File: src/rtl/fetch_stage.sv
// fetch_stage: instruction fetch stage feeding the instruction queue.
//   Holds the PC, keeps at most one instruction-memory read outstanding and
//   pushes each returned {pc, instr} pair into the queue write port. Backend
//   redirects retarget the PC and discard any stale in-flight or buffered
//   instruction.
// Ports:
//   clk          clock, all state on posedge
//   rst          asynchronous active-low reset (0 = in reset)
//   imem_addr    read address, always the current pc
//   imem_rmask   4'hf during the single launch cycle of a request
//   imem_rdata   instruction data, valid with imem_resp
//   imem_resp    one-cycle response strobe
//   redirect_en  one-cycle redirect strobe from the backend
//   redirect_pc  redirect target (low two bits ignored)
//   full_sig     queue full
//   w_en         queue push strobe
//   w_data       {pc, instr} entry being pushed, 0 when w_en=0
module fetch_stage #(
  parameter logic [31:0] RESET_PC = 32'h1eceb000,
  parameter int unsigned Q_WIDTH  = 64
) (
  input  logic               clk,
  input  logic               rst,
  output logic [31:0]        imem_addr,
  output logic [3:0]         imem_rmask,
  input  logic [31:0]        imem_rdata,
  input  logic               imem_resp,
  input  logic               redirect_en,
  input  logic [31:0]        redirect_pc,
  input  logic               full_sig,
  output logic               w_en,
  output logic [Q_WIDTH-1:0] w_data
);

  localparam int unsigned XLEN     = 32;
  localparam int unsigned PC_STEP  = 4;
  localparam int unsigned ENTRY_W  = 2 * XLEN;

  typedef struct packed {
    logic [XLEN-1:0] pc;
    logic [XLEN-1:0] instr;
  } entry_t;

  typedef enum logic [1:0] {
    IDLE = 2'd0,
    WAIT = 2'd1,
    HOLD = 2'd2
  } state_t;

  state_t          state, state_n;
  logic [XLEN-1:0] pc, pc_n;
  entry_t          hold_q, hold_n;
  logic            drop, drop_n;
  logic            launch;
  logic            push;

  // State, pc, hold buffer and stale-response flag.
  always_ff @(posedge clk or negedge rst) begin
    if (!rst) begin
      state  <= IDLE;
      pc     <= RESET_PC;
      hold_q <= '0;
      drop   <= 1'b0;
    end else begin
      state  <= state_n;
      pc     <= pc_n;
      hold_q <= hold_n;
      drop   <= drop_n;
    end
  end

  // Next-state, launch and push decode.
  // launch/push are gated with rst so the strobes are quiet while reset is held.
  always_comb begin
    state_n = state;
    pc_n    = pc;
    hold_n  = hold_q;
    drop_n  = drop;
    launch  = 1'b0;
    push    = 1'b0;

    case (state)
      IDLE: begin
        if (rst && !full_sig && !redirect_en) begin
          launch  = 1'b1;
          state_n = WAIT;
        end
      end
      WAIT: begin
        if (imem_resp) begin
          if (!drop && !redirect_en) begin
            hold_n  = '{pc: pc, instr: imem_rdata};
            state_n = HOLD;
          end else begin
            // Stale or redirected response: throw it away.
            drop_n  = 1'b0;
            state_n = IDLE;
          end
        end else if (redirect_en) begin
          // Request still in flight; its response must be swallowed.
          drop_n = 1'b1;
        end
      end
      HOLD: begin
        if (redirect_en) begin
          hold_n  = '0;
          state_n = IDLE;
        end else if (rst && !full_sig) begin
          push    = 1'b1;
          pc_n    = pc + XLEN'(PC_STEP);
          state_n = IDLE;
        end
      end
      default: begin
        state_n = IDLE;
      end
    endcase

    if (redirect_en) begin
      pc_n = {redirect_pc[XLEN-1:2], 2'b00};
    end
  end

  assign imem_addr  = pc;
  assign imem_rmask = launch ? 4'hf : 4'h0;
  assign w_en       = push;
  assign w_data     = push ? Q_WIDTH'(ENTRY_W'(hold_q)) : '0;

endmodule

File: config.mk
export PLATFORM = sky130hd
export DESIGN_NAME = fetch_stage
export DESIGN_NICKNAME = d
export VERILOG_FILES = /design/src/rtl/fetch_stage.sv
export SDC_FILE = /design/constraint.sdc
export NUM_CORES = 1
export LEC_CHECK = 0
export CELL_PAD_IN_SITES_DETAIL_PLACEMENT = 0
export CELL_PAD_IN_SITES_GLOBAL_PLACEMENT = 2
export CORE_MARGIN = 1
export CORE_UTILIZATION = 41
export CTS_CLUSTER_DIAMETER = 30
export DETAILED_ROUTE_END_ITERATION = 7
export DONT_BUFFER_PORTS = 1
export PLACE_DENSITY_LB_ADDON = 0.1
export SYNTH_ARGS = -nofsm -noshare
export SYNTH_HDL_FRONTEND = slang
export SYNTH_SLANG_ARGS = --single-unit
File: constraint.sdc
create_clock -name clk -period 3.02 [get_ports clk]
set_input_delay 0.453 -clock clk [delete_from_list [all_inputs] [get_ports clk]]
set_output_delay 0.453 -clock clk [all_outputs]
set_load 0.02 [all_outputs]
# == After elaboration in Yosys (flattened, before gate mapping) ==
# Index checks and enable logic that the tools add are counted.
# totals
register_bits,99
latch_bits,0
ramBits,0
romBits,0
input_bits,69
mem_count,0
# classes
n_addsub,1
multipliers,0
n_div,0
n_lt_le_gt_ge,0
eq_ne,8
n_shift,0
muxes,23
n_bitwise,0
n_reduce_logical,15
# op_table
op,count
64-bit two-way mux,4
64-bit one-hot mux with 2 select lines,1
32-bit two-way mux,3
"32-bit by 3-bit adder with 32-bit output, second input constant",1
2-bit two-way mux,5
"2-bit != test, second input constant",5
1-bit two-way mux,8
2-bit nonzero test,4
2-bit one-hot mux with 3 select lines,1
3-bit AND reduction,2
4-bit two-way mux,1
4-bit AND reduction,1
1-bit logical AND,3
1-bit logical NOT,3
"3-bit != test, second input constant",1
"2-bit by 1-bit equality test with 1-bit output, second input constant",1
"2-bit equality test, second input constant",1
2-bit logical NOT,1
2-bit AND reduction,1

# == Logic depth before layout (Yosys ltp) ==
# Gate-level depths: netlist (run 1).
# depth
word_depth,6
ltp_mapped,7
depth_no_buf,6

# == Worst setup path after synthesis (run 1) ==
# Ideal clock, no wire load.
# synth_path
path_kind,input -> output
startpoint,input redirect_en
endpoint,output w_data[33]
arrival_ps,2010
required_ps,2567
path_slack_ps,557
stages,7
n_path_buf,4
path_cell_list,clkbuf_1 -> or3_1 -> inv_1 -> clkbuf_1 -> clkbuf_1 -> and2_1 -> buf_4
# synth_via
elab_chain_cells,3
# synth_rtl
item,line_no,text
from (decl),28,"input logic redirect_en,"
1-bit two-way mux,105,if (redirect_en) begin
1-bit two-way mux,82,case (state)
64-bit two-way mux,127,assign w_data = push ? Q_WIDTH'(ENTRY_W'(hold_q)) : '0;
to (decl),32,output logic [Q_WIDTH-1:0] w_data
# No other way between the ends.

# == Worst setup path in the final report (run 1) ==
# layout_path
startpoint,register state[0]
endpoint,output w_data[33]
# layout_via
elab_chain_cells,3
# layout_rtl
item,line_no,text
from (decl),50,"state_t state, state_n;"
from (signal assigned),65,state <= state_n;
2-bit equality test,82,
1-bit two-way mux,82,
64-bit two-way mux,127,
# No other way between the ends.

==> flow_metrics.py, run 1 <==
metrics = {
    "run_status": {
        "status": "completed",
    },
    "sta": {
        "max_freq_mhz": 376,
        "whs_ps": 39.6,
        "rsz0062_at_grt": "false",
        "hold_violations": 0,
        "min_period_ps": 2660,
        "skew_ps": 6.67,
        "tightest_slew_ps": 762,
        "report.final.setup_viol": 0,
        "post-route-period-util_pct": 88.0,
        "maxSlewViolCount": 0,
        "max_slew_margin_pct": 49.2,
        "tns_ps": 0,
    },
    "drt": {
        "vias": 3377,
        "drc_errors": 0,
        "ant_nets": 0,
        "routed_wirelength_um": 12300,
        "drtIter0Drc": 116,
        "detail_route.first_pass.iterations": 4,
        "avgViaCountPerCell": 5.91,
        "post_drt_wl_per_cell_um": 21.5,
    },
    "synthesis": {
        "synth_top_area_share_pct": 45.2,
        "synth_cells": 442,
        "async_flop_share_pct": 100,
        "ys_seq_elements": 96,
        "synth.distinct_cells": 51,
        "synth_area_mm2": 0.00465,
        "synth_edf_count": 0,
        "avgSynthCellArea_um2": 10.5,
        "synth_area_leaders": "dfrtp_1, a22o_1, and2_1, dfstp_2, nand2_1",
        "synth-seq-area-share_pct": 51.9,
        "synth_ff_type": "dfrtp_1",
        "synth_area_leader_cell": "dfrtp_1",
        "yosys_warnings": 0,
    },
    "setup_path": {
        "critPathMaxFanout": 54,
        "r2r.worst_path.cells": 6,
        "cp-end-kind": "primary output",
        "reg2reg_from": "imem_addr[2]$_DFFE_PN0P_",
        "crit_path_end": "w_data[33]",
        "critPathLaunch": "state[0]$_DFFE_PN0P_",
        "worstReg2RegEnd": "imem_addr[30]$_DFFE_PN0P_",
        "reg2reg_slack_ps": 660,
        "critPathArrivalTime_ps": 2200,
        "crit_path_start_kind": "flop",
        "required_ps": 2570,
        "crit_type": "reg -> out",
    },
    "die": {
        "start_util_pct": 42.6,
        "rows": 38,
        "dieArea_mm2": 0.0118,
        "io_pins": 170,
        "core_mm2": 0.0109,
        "dieWidth_um": 109,
        "die_h_um": 109,
    },
    "cells_and_area": {
        "syn_to_final_growth_pct": 10.4,
        "final_common_cell": "dfrtp_1",
        "nNetsFinal": 496,
        "drive_gt1_share_pct": 12.3,
        "layout_common_cells": "dfrtp_1, and2_1, a22o_1",
        "fillers": 1050,
        "antenna_cells": 0,
        "final_util_pct": 47.0,
    },
    "grt": {
        "grt_max_degree": 97,
        "overflow": 0,
        "antenna_found_initial": 0,
        "first_global_vias": 3333,
        "grt_pass1_wl_um": 18800,
        "track_usage_pct": 21.3,
    },
    "clock_tree": {
        "numClockSinks": 96,
        "clock-root-buffer": "clkbuf_16",
        "htree_levels": 3,
        "cts_tree": "built",
        "cts_buffers": 9,
        "cts_buffer_depth": 2,
        "clk_latency_ps": 340,
        "path_clk_slew_ps": 70,
    },
    "hold_path": {
        "hp-class": "in -> async",
    },
    "placement": {
        "post-dp-hpwl_um": 7770,
        "io_buffer_count": 0,
        "place.gp.congestion": 0.720,
    },
    "power_and_ir_drop": {
        "p_leak_nw": 2.24,
        "p_per_area_mw_per_mm2": 698,
        "ir_drop_mv": 0.324,
    },
    "run": {
        "cap_violations": 0,
    },
}
==> cell type report <==
type | instances | area (um2) | share of cell area, %
flip-flops and latches | 96 | 2420 | 47.1
multi-input cells | 305 | 2090 | 40.6
clock buffers | 12 | 267 | 5.19
well taps | 140 | 175 | 3.41
repair buffers | 10 | 124 | 2.41
clock inverters | 4 | 51.3 | 0.999
inverters | 4 | 15.0 | 0.292
==> power by group <==
group | internal (mW) | leakage, nW | total (mW) | switching, mW
Clock | 0.710 | 0.155 | 1.20 | 0.486
Sequential | 1.64 | 1.22 | 1.93 | 0.284
Combinational | 0.276 | 0.872 | 0.463 | 0.187
==> logic make-up (layout without fill, tap and decap cells) <==
| kind of cell | after synthesis | count (layout) | share of synthesized area (%) |
|---|---|---|---|
| buf+inv | 42 | 30 | 4.01 |
| simple gates | 176 | 176 | 22.0 |
| compound gates | 110 | 110 | 18.6 |
| flops | 96 | 96 | 51.9 |
| mux | 3 | 3 | 0.699 |
| xor+xnor | 13 | 13 | 2.45 |
| other cells | 1 | 2 | 0.0806 |
| fa+ha+maj | 1 | 1 | 0.269 |
==> cells in the mapped netlist (2+ instances only) <==
| cell | instances |
|---|---|
| and4_1 | 5 |
| a31oi_1 | 3 |
| nor3_1 | 3 |
| o21ai_0 | 17 |
| and3_1 | 2 |
| nand3_1 | 10 |
| buf_4 | 7 |
| a22o_1 | 63 |
| nor4_1 | 7 |
| nor3b_1 | 4 |
| mux2_2 | 2 |
| xor2_1 | 5 |
| o211ai_1 | 3 |
| and2_1 | 64 |
| a22oi_1 | 2 |
| nor2_1 | 14 |
| nand4_1 | 8 |
| o311ai_0 | 4 |
| buf_2 | 2 |
| inv_1 | 4 |
| dfstp_2 | 12 |
| a221o_1 | 4 |
| xnor2_1 | 8 |
| clkbuf_1 | 28 |
| nand3_2 | 2 |
| dfrtp_1 | 84 |
| nand2b_1 | 2 |
| nand4b_1 | 2 |
| or3_1 | 6 |
| nand2_1 | 39 |
| a21oi_1 | 6 |
==> per-stage QoR <==
stage          cells  worst slack [ps]  power [mW]  cell area, um2
2_1_floorplan    443               557        2.25            4660
3_3_place_gp     554               666        2.36            4790
3_5_place_dp     554               656        2.38            4790
4_1_cts          571               321        3.63            5140
5_1_grt          571               235        3.79            5140
6_report         571               363        3.58            5140
==> flip-flops by register name, summed over array words and instances, names as in the netlist <==
name       flops
drop           1
hold_q        63
imem_addr     30
state          2
==> timing repair <==
item / 4_1_cts / 5_1_grt
hold buffers: 1 / 0
gates resized for setup: 0 / 0
setup buffers: 0 / 0
endpoints found under the hold margin: 96 / 0
==> worst min-delay path by stage <==
stage,from,to,slack [ps],cells past startpoint
2_1_floorplan,rst,drop$_DFFE_PN0P_,160,0
3_3_place_gp,rst,hold_q[16]$_DFFE_PN0P_,160,0
3_5_place_dp,rst,hold_q[16]$_DFFE_PN0P_,160,0
4_1_cts,rst,hold_q[22]$_DFFE_PN0P_,60,1
5_1_grt,rst,hold_q[19]$_DFFE_PN0P_,60,1
6_report,rst,hold_q[19]$_DFFE_PN0P_,40,1
==> layer usage <==
layer  global-route usage [%]  up-vias  routed length (um)
met2                     32.2      132                5720
li1                         -     1574                   -
met3                     5.91        6                 958
met5                        0        -                   0
met1                     29.0     1665                5490
met4                     7.63        0                 112
==> critical path, cell delays in order, from the launching register on <==
cell	delay, ps
dfrtp_1	450
nand2b_1	220
or3_1	400
inv_2	200
buf_12	240
and2_1	180
buf_4	140
(Power assumes the default switching activity.)
==> inputs of run 2 (changes only) <==
Settings changed: CORE_UTILIZATION 41 to 29, DONT_BUFFER_PORTS 1 to unset.
==> flow_metrics.py, run 2 (synthesis gave the netlist of run 1 again) <==
metrics = {
    "setup_path": {
        "crit_type": "in -> out",
        "cp_slowest_cell": "clkdlybuf4s50_1",
        "required_ps": 2570,
        "crit_chain": "clkdlybuf4s50_1, nand2b_1, or3_1, inv_2, buf_12, and2_1, clkdlybuf4s50_1",
        "critPathMaxFanout": 39,
        "cpPeakStageDelay_ps": 600,
        "cp_common_cell": "clkdlybuf4s50_1",
        "crit_path_start_kind": "primary input",
        "critPathArrivalTime_ps": 2450,
        "cp-end-kind": "primary output",
    },
    "power_and_ir_drop": {
        "ir_drop_mv": 0.249,
        "total_power_mw": 3.76,
        "p_per_area_mw_per_mm2": 540,
        "p_leak_nw": 3.58,
    },
    "sta": {
        "skew_ps": 6.54,
        "tns_ps": 0,
        "maxSlewViolCount": 0,
        "min_period_ps": 2910,
        "rsz0062_at_grt": "false",
        "max_freq_mhz": 344,
        "tightest_slew_ps": 856,
        "post-route-period-util_pct": 96.2,
        "hold_violations": 0,
        "report.final.setup_viol": 0,
        "whs_ps": 73.9,
        "max_slew_margin_pct": 43.0,
    },
    "drt": {
        "wl_met2_um": 6780,
        "post_drt_wl_per_cell_um": 18.1,
        "wl_met1_um": 6990,
        "vias": 4006,
        "wl_met3_um": 766,
        "detail_route.first_pass.iterations": 4,
        "topRoutingLayerUsed": "met4",
        "drtIter0Drc": 199,
        "ant_nets": 0,
        "routed_wirelength_um": 14700,
        "avgViaCountPerCell": 4.93,
        "drc_errors": 0,
    },
    "placement": {
        "place.gp.congestion": 0.738,
        "post-dp-hpwl_um": 9830,
        "dp_cells": 796,
        "io_buffer_count": 165,
    },
    "die": {
        "rows": 45,
        "io_pins": 170,
        "core_mm2": 0.0154,
        "dieArea_mm2": 0.0166,
        "dieWidth_um": 129,
        "die_h_um": 129,
        "start_util_pct": 30.2,
    },
    "clock_tree": {
        "cts_buffers": 9,
        "cts_buffer_depth": 2,
        "holdBufCountCts": 0,
        "ctsResizeCount": 0,
        "path_clk_slew_ps": 70,
        "numClockSinks": 96,
        "clk_latency_ps": 350,
        "clock-root-buffer": "clkbuf_16",
        "cts_setup_buffers": 0,
        "cts_tree": "built",
        "htree_levels": 3,
    },
    "cells_and_area": {
        "fillers": 1512,
        "nNetsFinal": 666,
        "drive_gt1_share_pct": 9.48,
        "final_common_cell": "clkdlybuf4s50_1",
        "antenna_cells": 0,
        "fin_cells": 812,
        "layout_common_cells": "clkdlybuf4s50_1, dfrtp_1, and2_1",
        "syn_to_final_growth_pct": 49.5,
        "largest-register": "hold_q",
        "largest_register_ffs": 63,
    },
    "run_status": {
        "status": "completed",
    },
    "run": {
        "cap_violations": 0,
    },
    "grt": {
        "overflow": 0,
        "track_usage_pct": 18.3,
        "grt_pass1_wl_um": 23000,
        "antenna_found_initial": 0,
        "grt_max_degree": 67,
        "first_global_vias": 4081,
    },
    "hold_path": {
        "hp-class": "in -> async",
    },
}
==> run 2: cell types whose count changed in the layout (fill, tap and decap cells not counted), sizes merged <==
cell / before / now
buf: 10 / 16
inv: 4 / 5
clkdlybuf4s50: 0 / 125
clkinv: 2 / 1
dlymetal6s2s: 0 / 39
==> run 2: stage by stage <==
step	util, %	area (um2)	worst slack, ps
floorplan	-	4660	557
detailed placement	42.5	6550	85.1
global route	45.1	6960	0.253
global placement	42.5	6550	102
finish	45.1	6960	114
CTS	44.5	6860	80.6
==> run 2: worst paths after layout <==
kind | from | endpoint | slack, ps | depth (start not counted)
worst max-delay path | full_sig | w_data[51] | 110 | 7
worst min-delay path | rst | imem_addr[30]$_DFFE_PN0P_ | 70 | 2
worst max register to register | imem_addr[2]$_DFFE_PN0P_ | imem_addr[30]$_DFFE_PN0P_ | 820 | 6
worst min register to register | hold_q[33]$_DFFE_PN0P_ | hold_q[33]$_DFFE_PN0P_ | 480 | 1
max in group asynchronous | rst | imem_addr[14]$_DFFE_PN0P_ | 1840 | 3
min in group clk | hold_q[33]$_DFFE_PN0P_ | hold_q[33]$_DFFE_PN0P_ | 480 | 1
==> run 2: report_power, final <==
group	internal [mW]	switching, mW
Clock	0.690	0.501
Combinational	0.416	0.282
Sequential	1.64	0.227
Total	2.75	1.01
==> run 2: cell type report <==
class / count / area [um2] / share of cell area [%]
clock buffer: 12 / 256 / 3.69
multi-input combinational: 305 / 2080 / 29.9
clock inverter: 4 / 51.3 / 0.737
timing repair buffer: 180 / 1870 / 26.9
tap: 211 / 264 / 3.79
inverter: 4 / 15.0 / 0.216
sequential: 96 / 2420 / 34.7
==> run 2: metal layers <==
metal	vias to the layer above	GRT usage, %
met3	9	4.86
met1	1979	24.8
met2	113	29.3
met4	0	4.22
li1	1905	-
met5	-	0
==> run 2: worst max-delay path: cells and delay by family <==
family	cells	cell delay (ps)
buffers and inverters	4	1320
and+or+nand+nor	3	660
